**config.mk**
```make
export PLATFORM = sky130hd
export DESIGN_NAME = ocr_rx_sequencer
export DESIGN_NICKNAME = d
export VERILOG_FILES = /design/src/rtl/ocr_rx_sequencer.sv
export SDC_FILE = /design/constraint.sdc
export NUM_CORES = 1
export LEC_CHECK = 0
export CAP_MARGIN = 30
export CORE_ASPECT_RATIO = 2
export CORE_MARGIN = 1.5
export CORE_UTILIZATION = 50
export CTS_CLUSTER_SIZE = 10
export DETAILED_ROUTE_END_ITERATION = 7
export PLACE_DENSITY = 0.76
export SKIP_LAST_GASP = 1
export SYNTH_ARGS = -nofsm -noshare
export SYNTH_HDL_FRONTEND = slang
export SYNTH_SLANG_ARGS = --single-unit
```
**constraint.sdc**
```tcl
create_clock -name clk_in -period 2.5 [get_ports clk_in]
set_clock_uncertainty 0.15 [all_clocks]
set_input_delay 0.75 -clock clk_in [delete_from_list [all_inputs] [get_ports clk_in]]
set_output_delay 0.75 -clock clk_in [all_outputs]
set_load 0.05 [all_outputs]
```
**src/rtl/ocr_rx_sequencer.sv**
```systemverilog
// ocr_rx_sequencer
//
// Session controller that walks one license-plate image through the OCR core
// and the OCR_RX_UNIT. A host start clears the RX buffer, issues one OCR start
// per character segment, forwards each segment's valid strobe into the RX unit,
// then holds final_image until the RX unit reports completion.
//
// Parameters
//   MAX_SEGMENTS    max segments per image; larger requests clamp to this
//   SEG_W           width of segment counters; must hold MAX_SEGMENTS
//   GAP_CYCLES      idle cycles between a segment's valid and the next ocr_start (>= 1)
//   TIMEOUT_CYCLES  per-wait watchdog limit in cycles (power of two recommended)
//
// Ports
//   clk_in           single clock, rising edge
//   rst              synchronous active-high reset
//   start            host start pulse, only honoured in IDLE
//   seg_count        segments in the image, sampled with start
//   abort            host abort level, ignored in IDLE
//   ocr_valid        segment-ready strobe from the OCR core
//   rx_done          OCR_RX_done from OCR_RX_UNIT
//   ocr_start        one-cycle start to the OCR core
//   rx_valid_output  ocr_valid gated to the segment-wait state (combinational)
//   rx_clear_buff    Clear_buff pulse to OCR_RX_UNIT
//   rx_final_image   final_image level to OCR_RX_UNIT
//   busy             high in every state except IDLE
//   done             one-cycle session-complete pulse
//   segs_done        segments accepted in the current/last session
//   timeout_err      sticky watchdog error, cleared by the next accepted start
//   stray_err        sticky stray-valid error, cleared by the next accepted start

module ocr_rx_sequencer #(
    parameter int unsigned MAX_SEGMENTS   = 8,
    parameter int unsigned SEG_W          = 4,
    parameter int unsigned GAP_CYCLES     = 10,
    parameter int unsigned TIMEOUT_CYCLES = 4096
) (
    input  logic             clk_in,
    input  logic             rst,
    input  logic             start,
    input  logic [SEG_W-1:0] seg_count,
    input  logic             abort,
    input  logic             ocr_valid,
    input  logic             rx_done,
    output logic             ocr_start,
    output logic             rx_valid_output,
    output logic             rx_clear_buff,
    output logic             rx_final_image,
    output logic             busy,
    output logic             done,
    output logic [SEG_W-1:0] segs_done,
    output logic             timeout_err,
    output logic             stray_err
);

    localparam int unsigned WdW  = (TIMEOUT_CYCLES > 1) ? $clog2(TIMEOUT_CYCLES) : 1;
    localparam int unsigned GapW = (GAP_CYCLES > 1) ? $clog2(GAP_CYCLES) : 1;

    localparam logic [WdW-1:0]   WdLast  = WdW'(TIMEOUT_CYCLES - 1);
    localparam logic [GapW-1:0]  GapLast = GapW'(GAP_CYCLES - 1);
    localparam logic [SEG_W-1:0] SegMax  = SEG_W'(MAX_SEGMENTS);

    typedef enum logic [2:0] {
        StIdle,
        StClear,
        StClearAbort,
        StIssue,
        StWaitSeg,
        StGap,
        StFinal,
        StDone
    } state_e;

    state_e           state_q, state_d;
    logic [SEG_W-1:0] seg_total_q, seg_total_d;
    logic [SEG_W-1:0] segs_done_q, segs_done_d;
    logic [WdW-1:0]   wd_q, wd_d;
    logic [GapW-1:0]  gap_q, gap_d;
    logic             timeout_err_q, timeout_err_d;
    logic             stray_err_q, stray_err_d;

    logic [SEG_W-1:0] seg_clamped;
    logic [SEG_W-1:0] segs_inc;
    logic             wd_expired;
    logic             abort_hit;

    assign seg_clamped = (seg_count > SegMax) ? SegMax : seg_count;
    assign segs_inc    = segs_done_q + SEG_W'(1);
    assign wd_expired  = (wd_q == WdLast);
    // An abort already being serviced is not re-armed, so a held abort level
    // still yields a single clear pulse before returning to IDLE.
    assign abort_hit   = abort && (state_q != StIdle) && (state_q != StClearAbort);

    // Next-state and counter update
    always_comb begin
        state_d       = state_q;
        seg_total_d   = seg_total_q;
        segs_done_d   = segs_done_q;
        timeout_err_d = timeout_err_q;
        stray_err_d   = stray_err_q;

        // A valid outside the segment wait is never forwarded; flag it.
        if (ocr_valid && (state_q != StWaitSeg)) begin
            stray_err_d = 1'b1;
        end

        if (abort_hit) begin
            state_d = StClearAbort;
        end else begin
            unique case (state_q)
                StIdle: begin
                    if (start) begin
                        seg_total_d   = seg_clamped;
                        segs_done_d   = '0;
                        timeout_err_d = 1'b0;
                        stray_err_d   = 1'b0;
                        state_d       = (seg_clamped != '0) ? StClear : StFinal;
                    end
                end
                StClear: begin
                    state_d = StIssue;
                end
                StClearAbort: begin
                    state_d = StIdle;
                end
                StIssue: begin
                    state_d = StWaitSeg;
                end
                StWaitSeg: begin
                    if (ocr_valid) begin
                        segs_done_d = segs_inc;
                        state_d     = (segs_inc == seg_total_q) ? StFinal : StGap;
                    end else if (wd_expired) begin
                        // Still flush whatever segments did arrive.
                        timeout_err_d = 1'b1;
                        state_d       = StFinal;
                    end
                end
                StGap: begin
                    if (gap_q == GapLast) begin
                        state_d = StIssue;
                    end
                end
                StFinal: begin
                    if (rx_done) begin
                        state_d = StDone;
                    end else if (wd_expired) begin
                        timeout_err_d = 1'b1;
                        state_d       = StDone;
                    end
                end
                StDone: begin
                    state_d = StIdle;
                end
                default: begin
                    state_d = StIdle;
                end
            endcase
        end
    end

    // Watchdog restarts on every state change, so it is zero on entry to both
    // WAIT_SEG and FINAL; it saturates rather than wrapping.
    always_comb begin
        wd_d = wd_q;
        if (state_d != state_q) begin
            wd_d = '0;
        end else if (((state_q == StWaitSeg) || (state_q == StFinal)) && !wd_expired) begin
            wd_d = wd_q + WdW'(1);
        end
    end

    // Gap counter runs only while staying in GAP; GAP lasts GAP_CYCLES cycles.
    always_comb begin
        gap_d = '0;
        if ((state_q == StGap) && (state_d == StGap)) begin
            gap_d = gap_q + GapW'(1);
        end
    end

    always_ff @(posedge clk_in) begin
        if (rst) begin
            state_q       <= StIdle;
            seg_total_q   <= '0;
            segs_done_q   <= '0;
            wd_q          <= '0;
            gap_q         <= '0;
            timeout_err_q <= 1'b0;
            stray_err_q   <= 1'b0;
        end else begin
            state_q       <= state_d;
            seg_total_q   <= seg_total_d;
            segs_done_q   <= segs_done_d;
            wd_q          <= wd_d;
            gap_q         <= gap_d;
            timeout_err_q <= timeout_err_d;
            stray_err_q   <= stray_err_d;
        end
    end

    // Outputs decoded from registered state; only the valid forward is combinational.
    assign ocr_start       = (state_q == StIssue);
    assign rx_valid_output = ocr_valid && (state_q == StWaitSeg);
    assign rx_clear_buff   = (state_q == StClear) || (state_q == StClearAbort);
    assign rx_final_image  = (state_q == StFinal);
    assign busy            = (state_q != StIdle);
    assign done            = (state_q == StDone);
    assign segs_done       = segs_done_q;
    assign timeout_err     = timeout_err_q;
    assign stray_err       = stray_err_q;

endmodule

```
==> results of run 1 <==
[state kept, by name (all words and copies together), names as in the netlist]
| name | cells |
|---|---|
| timeout_err | 1 |
| segs_done | 4 |
| wd_q | 12 |
| stray_err | 1 |
| gap_q | 4 |
| state_q | 3 |
| seg_total_q | 4 |
[what timing repair did]
action                                  in CTS  in global routing
setup buffers                                6                  1
gates cloned                                 2                  0
pin swaps                                    4                  2
endpoints found under the setup margin      13                 15
gates resized for setup                     10                 12
[stage by stage]
stage               utilization, %  instance area (um2)  cells
detailed placement            64.4                 2180    262
finish                        71.9                 2430    278
global route                  71.9                 2430    278
global placement              64.4                 2180    262
CTS                           70.6                 2390    277
floorplan                        -                 1760    197
[synthesized netlist by cell type, types with 2 or more instances]
cell type | n | area, um2
a21oi_1 | 12 | 60.1
nor2_1 | 19 | 71.3
nor3b_1 | 2 | 15.0
clkbuf_1 | 2 | 7.51
or4_1 | 3 | 22.5
ha_1 | 4 | 50.1
xnor2_1 | 10 | 87.6
buf_2 | 2 | 10.0
nand3_1 | 10 | 50.1
nand2_1 | 16 | 60.1
o21ai_0 | 5 | 25.0
nor2b_1 | 2 | 12.5
inv_1 | 6 | 22.5
nand3b_1 | 4 | 30.0
buf_4 | 4 | 30.0
a211oi_1 | 3 | 22.5
a211oi_2 | 10 | 125
nand2b_1 | 4 | 25.0
or3_1 | 3 | 18.8
buf_6 | 3 | 33.8
dfxtp_1 | 29 | 581
xor2_1 | 7 | 61.3
nor3_1 | 8 | 40.0
[routing by layer]
layer / share of wire [%] / vias to the layer above / GRT usage, %
met4: 4.7 / 0 / 16.8
met2: 59 / 55 / 50.0
met3: 2.8 / 16 / 3.53
met1: 34 / 786 / 24.3
met5: 0 / - / 0
li1: - / 802 / -
[cell families (layout without fill, tap and decap cells)]
family,Yosys count,after routing
compound gates,43,43
xor+xnor,18,18
fa+ha+maj,4,4
buf+inv,18,67
flops,29,29
mux,1,1
simple gates,84,84
[cell type report]
class / count / area, um2 / share of cell area, %
multi-input cells: 150 / 1120 / 46.1
flip-flops and latches: 29 / 582 / 24.0
repair buffers: 54 / 579 / 23.9
clock buffers: 7 / 86.3 / 3.55
well taps: 32 / 40.0 / 1.65
inverters: 6 / 22.5 / 0.927
[power breakdown]
group / total [mW] / leakage [nW] / switching (mW) / internal [mW]
combinational: 0.277 / 0.665 / 0.138 / 0.139
sequential: 0.482 / 0.235 / 0.0111 / 0.471
clock: 0.388 / 0.0443 / 0.170 / 0.218
total: 1.15 / 0.944 / 0.319 / 0.827
[worst paths after layout]
path	from	to	slack [ns]	cells after the start
worst max register to register	wd_q[9]$_SDFFE_PP0P_	wd_q[1]$_SDFFE_PP0P_	0.12	7
worst min register to register	gap_q[0]$_SDFF_PP0_	gap_q[0]$_SDFF_PP0_	0.32	1
worst max-delay path	ocr_valid	rx_valid_output	0.05	4
worst min-delay path	gap_q[0]$_SDFF_PP0_	gap_q[0]$_SDFF_PP0_	0.32	1
==> flow_metrics.tcl, run 1 <==
set metrics [dict create \
    status "complete, no violations" \
    ys.flop_type "dfxtp_1" \
    crit_fanout 5 \
    cts_tree "built" \
    gp_congestion 0.875 \
    drive_gt1_share_pct 30.1 \
    critPathTopFamily "buffers and inverters" \
    synthCells 197 \
    cp-start-kind "primary input" \
    hold_class "register to register" \
    syn_area_um2 1760 \
    synth_top_family_by_area "simple AND/OR/NAND/NOR gates" \
    finalNetCount 260 \
    grt_pass1_vias 1732 \
    drt-pass1-iter-count 5 \
    rows 30 \
    grt_max_degree 16 \
    vias_per_cell 5.97 \
    cp.arrival_ns 1.55 \
    synth_compound_area_share_pct 21.3 \
    clock_latency_ns 0.28 \
    finalWorstSetupSlack_ns 0.0527 \
    yosysWarnings 0 \
    coreArea_um2 3380 \
    cts_max_level 2 \
    drc 0 \
    antenna_found_initial 0 \
    final_antenna_net_count 0 \
    post-place-ws_ns -0.436 \
    period_minus_slack_ns 2.45 \
    hold_viol 0 \
    path_cells "clkdlybuf4s50_1 -> inv_2 -> nor2_4 -> buf_12" \
    maxCapViolations 0 \
    setup-violations-final 0 \
    die_h_um 86.9 \
    max_stage_delay_ns 0.49 \
    p_per_area_nw_per_um2 472 \
    cts.sinks 29 \
    hpwl_um 3230 \
    grt_usage_pct 26.5 \
    synthMuxAreaShare_pct 0.569 \
    ys_ff_latch 29 \
    slew_headroom_pct 66.3 \
    avgRoutedWirePerCell_um 16.4 \
    timing.hold.ws_ns 0.317 \
    required_ns 1.60 \
    syn_area_per_cell_um2 8.94 \
    synth_simple_gate_area_share_pct 26.4 \
    crit_type "primary input to output pin" \
    setup_tns_ns 0 \
    rsz0062_at_grt "no" \
    synth_nets 211 \
    io_buffers 21 \
    grt_pass1_wl_um 7610 \
    slew_violations 0 \
    wl_um 4550 \
    clk_pin_slew_ns 0.06 \
    start_util_pct 52.1 \
    cellLeakagePower_nw 0.944 \
    synth_edf_count 0 \
    cts_max_path_buffers 2 \
    fillers 264 \
    yosysSeqAreaShare_pct 33.0 \
    die_area_um2 3910 \
    slowest_stage "clkdlybuf4s50_1" \
    grt_overflow 0 \
    critPathCaptureType "output pin" \
    layout_common_cells "buf_4 (29), dfxtp_1 (28), nor2_1 (18), nand2_1 (16)" \
    tightest_slew_ns 0.503 \
    cts_made_buffers 5 \
    final.period_utilization_pct 97.9 \
    worst-path-buf-inv 3 \
    hold_buffers 0 \
    vias 1659 \
    die_x_um 45.0 \
    power_mw 1.15 \
    final_common_cell "buf_4" \
    drt_iter0_drc 37 \
    pin_count 22 \
    vdd_drop_max_uv 453 \
    cts_root_buf "clkbuf_8" \
    yosysUniqueCellTypes 52 \
    synth_adder_area_share_pct 2.84 \
    synthXorXnorAreaFrac_pct 9.74 \
    area_growth_pct 38.0 \
    max_freq_mhz 409 \
    antenna_cells 0 \
    synthArstFlopShare_pct 0 \
]
No activity file was read; power rests on OpenSTA's default activity.
==> inputs of run 2 (changes only) <==
CORE_UTILIZATION = 40   (was 50)
PLACE_DENSITY = not set   (was 0.76)
==> flow_metrics.tcl, run 2 (synthesis results as in run 1) <==
set metrics [dict create \
    grt_max_degree 14 \
    grt_pass1_vias 1734 \
    highest_layer "met4" \
    reg2reg_slack_ns 0.15 \
    antenna_found_initial 0 \
    start_util_pct 41.0 \
    hpwl_um 3530 \
    rows 34 \
    clk_pin_slew_ns 0.06 \
    rsz0062_at_grt "no" \
    crit_fanout 5 \
    wl_met2_um 2840 \
    avgRoutedWirePerCell_um 16.0 \
    reg2reg_from "wd_q[7]$_SDFFE_PP0P_" \
    period_minus_slack_ns 2.40 \
    p_per_area_nw_per_um2 458 \
    cellLeakagePower_nw 0.939 \
    cts_tree "built" \
    hold_viol 0 \
    cts_max_level 2 \
    io_buffers 21 \
    cts.sinks 29 \
    finalNetCount 255 \
    final_common_cell "dfxtp_1" \
    cp-start-kind "register" \
    slew_headroom_pct 66.3 \
    placed_cells 285 \
    worst-path-stages 1 \
    wl_met3_um 129 \
    vias 1641 \
    fillers 394 \
    antenna_cells 0 \
    largest_reg_flops 12 \
    drc 0 \
    wl_met1_um 1590 \
    cp.arrival_ns 1.50 \
    cts_made_buffers 5 \
    grt_pass1_wl_um 7960 \
    die_x_um 49.9 \
    drt-pass1-iter-count 5 \
    critPathCaptureType "output pin" \
    hold_class "register to register" \
    coreArea_um2 4300 \
    crit_type "register to output pin" \
    status "complete, no violations" \
    vias_per_cell 5.54 \
    grt_overflow 0 \
    slowest_stage "clkdlybuf4s50_1" \
    reg2reg_depth 7 \
    wl_um 4740 \
    crit_start "segs_done[2]$_SDFFE_PP0P_" \
    reg2reg_to "wd_q[0]$_SDFFE_PP0P_" \
    slew_violations 0 \
    gp_congestion 0.894 \
    setup-violations-final 0 \
    regMostFlops "wd_q" \
    drive_gt1_share_pct 29.3 \
    whs_path_depth 1 \
    max_freq_mhz 417 \
    critPathTopFamily "buffers and inverters" \
    final_cells 296 \
    cts_max_path_buffers 2 \
    required_ns 1.60 \
    endpoint "segs_done[2]" \
    drt_iter0_drc 30 \
    tightest_slew_ns 0.504 \
    final_antenna_net_count 0 \
    die_h_um 96.8 \
    grt_usage_pct 21.2 \
    path_cells "clkdlybuf4s50_1" \
    maxCapViolations 0 \
    cts_root_buf "clkbuf_8" \
    area_growth_pct 38.5 \
    timing.hold.ws_ns 0.325 \
    worst-path-buf-inv 1 \
    die_area_um2 4830 \
    clock_latency_ns 0.27 \
    final.period_utilization_pct 96.0 \
    pin_count 22 \
    setup_tns_ns 0 \
    vdd_drop_max_uv 303 \
    max_stage_delay_ns 0.83 \
    layout_common_cells "dfxtp_1 (26), buf_4 (23), nor2_1 (18), nand2_1 (16), a21oi_1 (12)" \
]
[run 2: cell types whose count changed in the layout (fill, tap and decap cells not counted), moves of 2 or more]
cell / change
dfxtp_2: +2
dlymetal6s2s_1: +2
dfxtp_1: -2
clkbuf_1: +2
buf_4: -6
[run 2: what timing repair did]
item                                    CTS  global route
hold buffers                              0             0
gates cloned                              1             0
gates resized for setup                  10            14
pin swaps                                 4             3
endpoints found under the setup margin   14            16
setup buffers                             2             0
[run 2: metal layers]
layer  up-vias  GRT usage, %
met5         -             0
met4         0          10.7
met3        18          2.47
met2        49          42.9
met1       783          18.9
li1        791             -
[run 2: area by class of cell]
| cell class | instances | area (um2) | share of cell area, % |
|---|---|---|---|
| clock buffers | 8 | 80.1 | 3.29 |
| repair buffers | 49 | 561 | 23.0 |
| flip-flops and latches | 29 | 584 | 24.0 |
| multi-input cells | 150 | 1120 | 46.0 |
| well taps | 54 | 67.6 | 2.77 |
| inverters | 6 | 22.5 | 0.924 |
[run 2: power by group]
group | leakage, nW | total, mW | switching [mW] | internal (mW)
clock network | 0.0395 | 0.369 | 0.171 | 0.197
registers | 0.236 | 0.483 | 0.0126 | 0.471
logic | 0.664 | 0.264 | 0.133 | 0.131
total | 0.939 | 1.12 | 0.317 | 0.799
[run 2: per-stage QoR]
step	cell area [um2]	util (%)	setup slack [ns]	power, mW
after floorplan	1760	-	0.0325	0.619
after global placement	2240	52.1	-0.422	0.713
after detailed placement	2240	52.1	-0.433	0.714
after CTS	2390	55.7	-0.0224	1.12
after global routing	2440	56.7	0.0481	1.16
final	2440	56.7	0.0991	1.12
[run 2: how the worst min path moves through the flow]
stage	from	end	slack (ns)
final	gap_q[0]$_SDFF_PP0_	gap_q[0]$_SDFF_PP0_	0.32
after global placement	gap_q[0]$_SDFF_PP0_	gap_q[0]$_SDFF_PP0_	0.30
after floorplan	gap_q[0]$_SDFF_PP0_	gap_q[0]$_SDFF_PP0_	0.28
after global routing	gap_q[0]$_SDFF_PP0_	gap_q[0]$_SDFF_PP0_	0.36
after CTS	gap_q[0]$_SDFF_PP0_	gap_q[0]$_SDFF_PP0_	0.33
after detailed placement	gap_q[0]$_SDFF_PP0_	gap_q[0]$_SDFF_PP0_	0.32
[run 2: worst register-to-register path, cell delays in order, from the launching register on]
cell and delay, ns:
dfxtp_1 0.43, nand4_2 0.13, or4_1 0.61, a221o_2 0.41, a31oi_4 0.21, buf_4 0.15
buf_12 0.12, a211oi_1 0.04
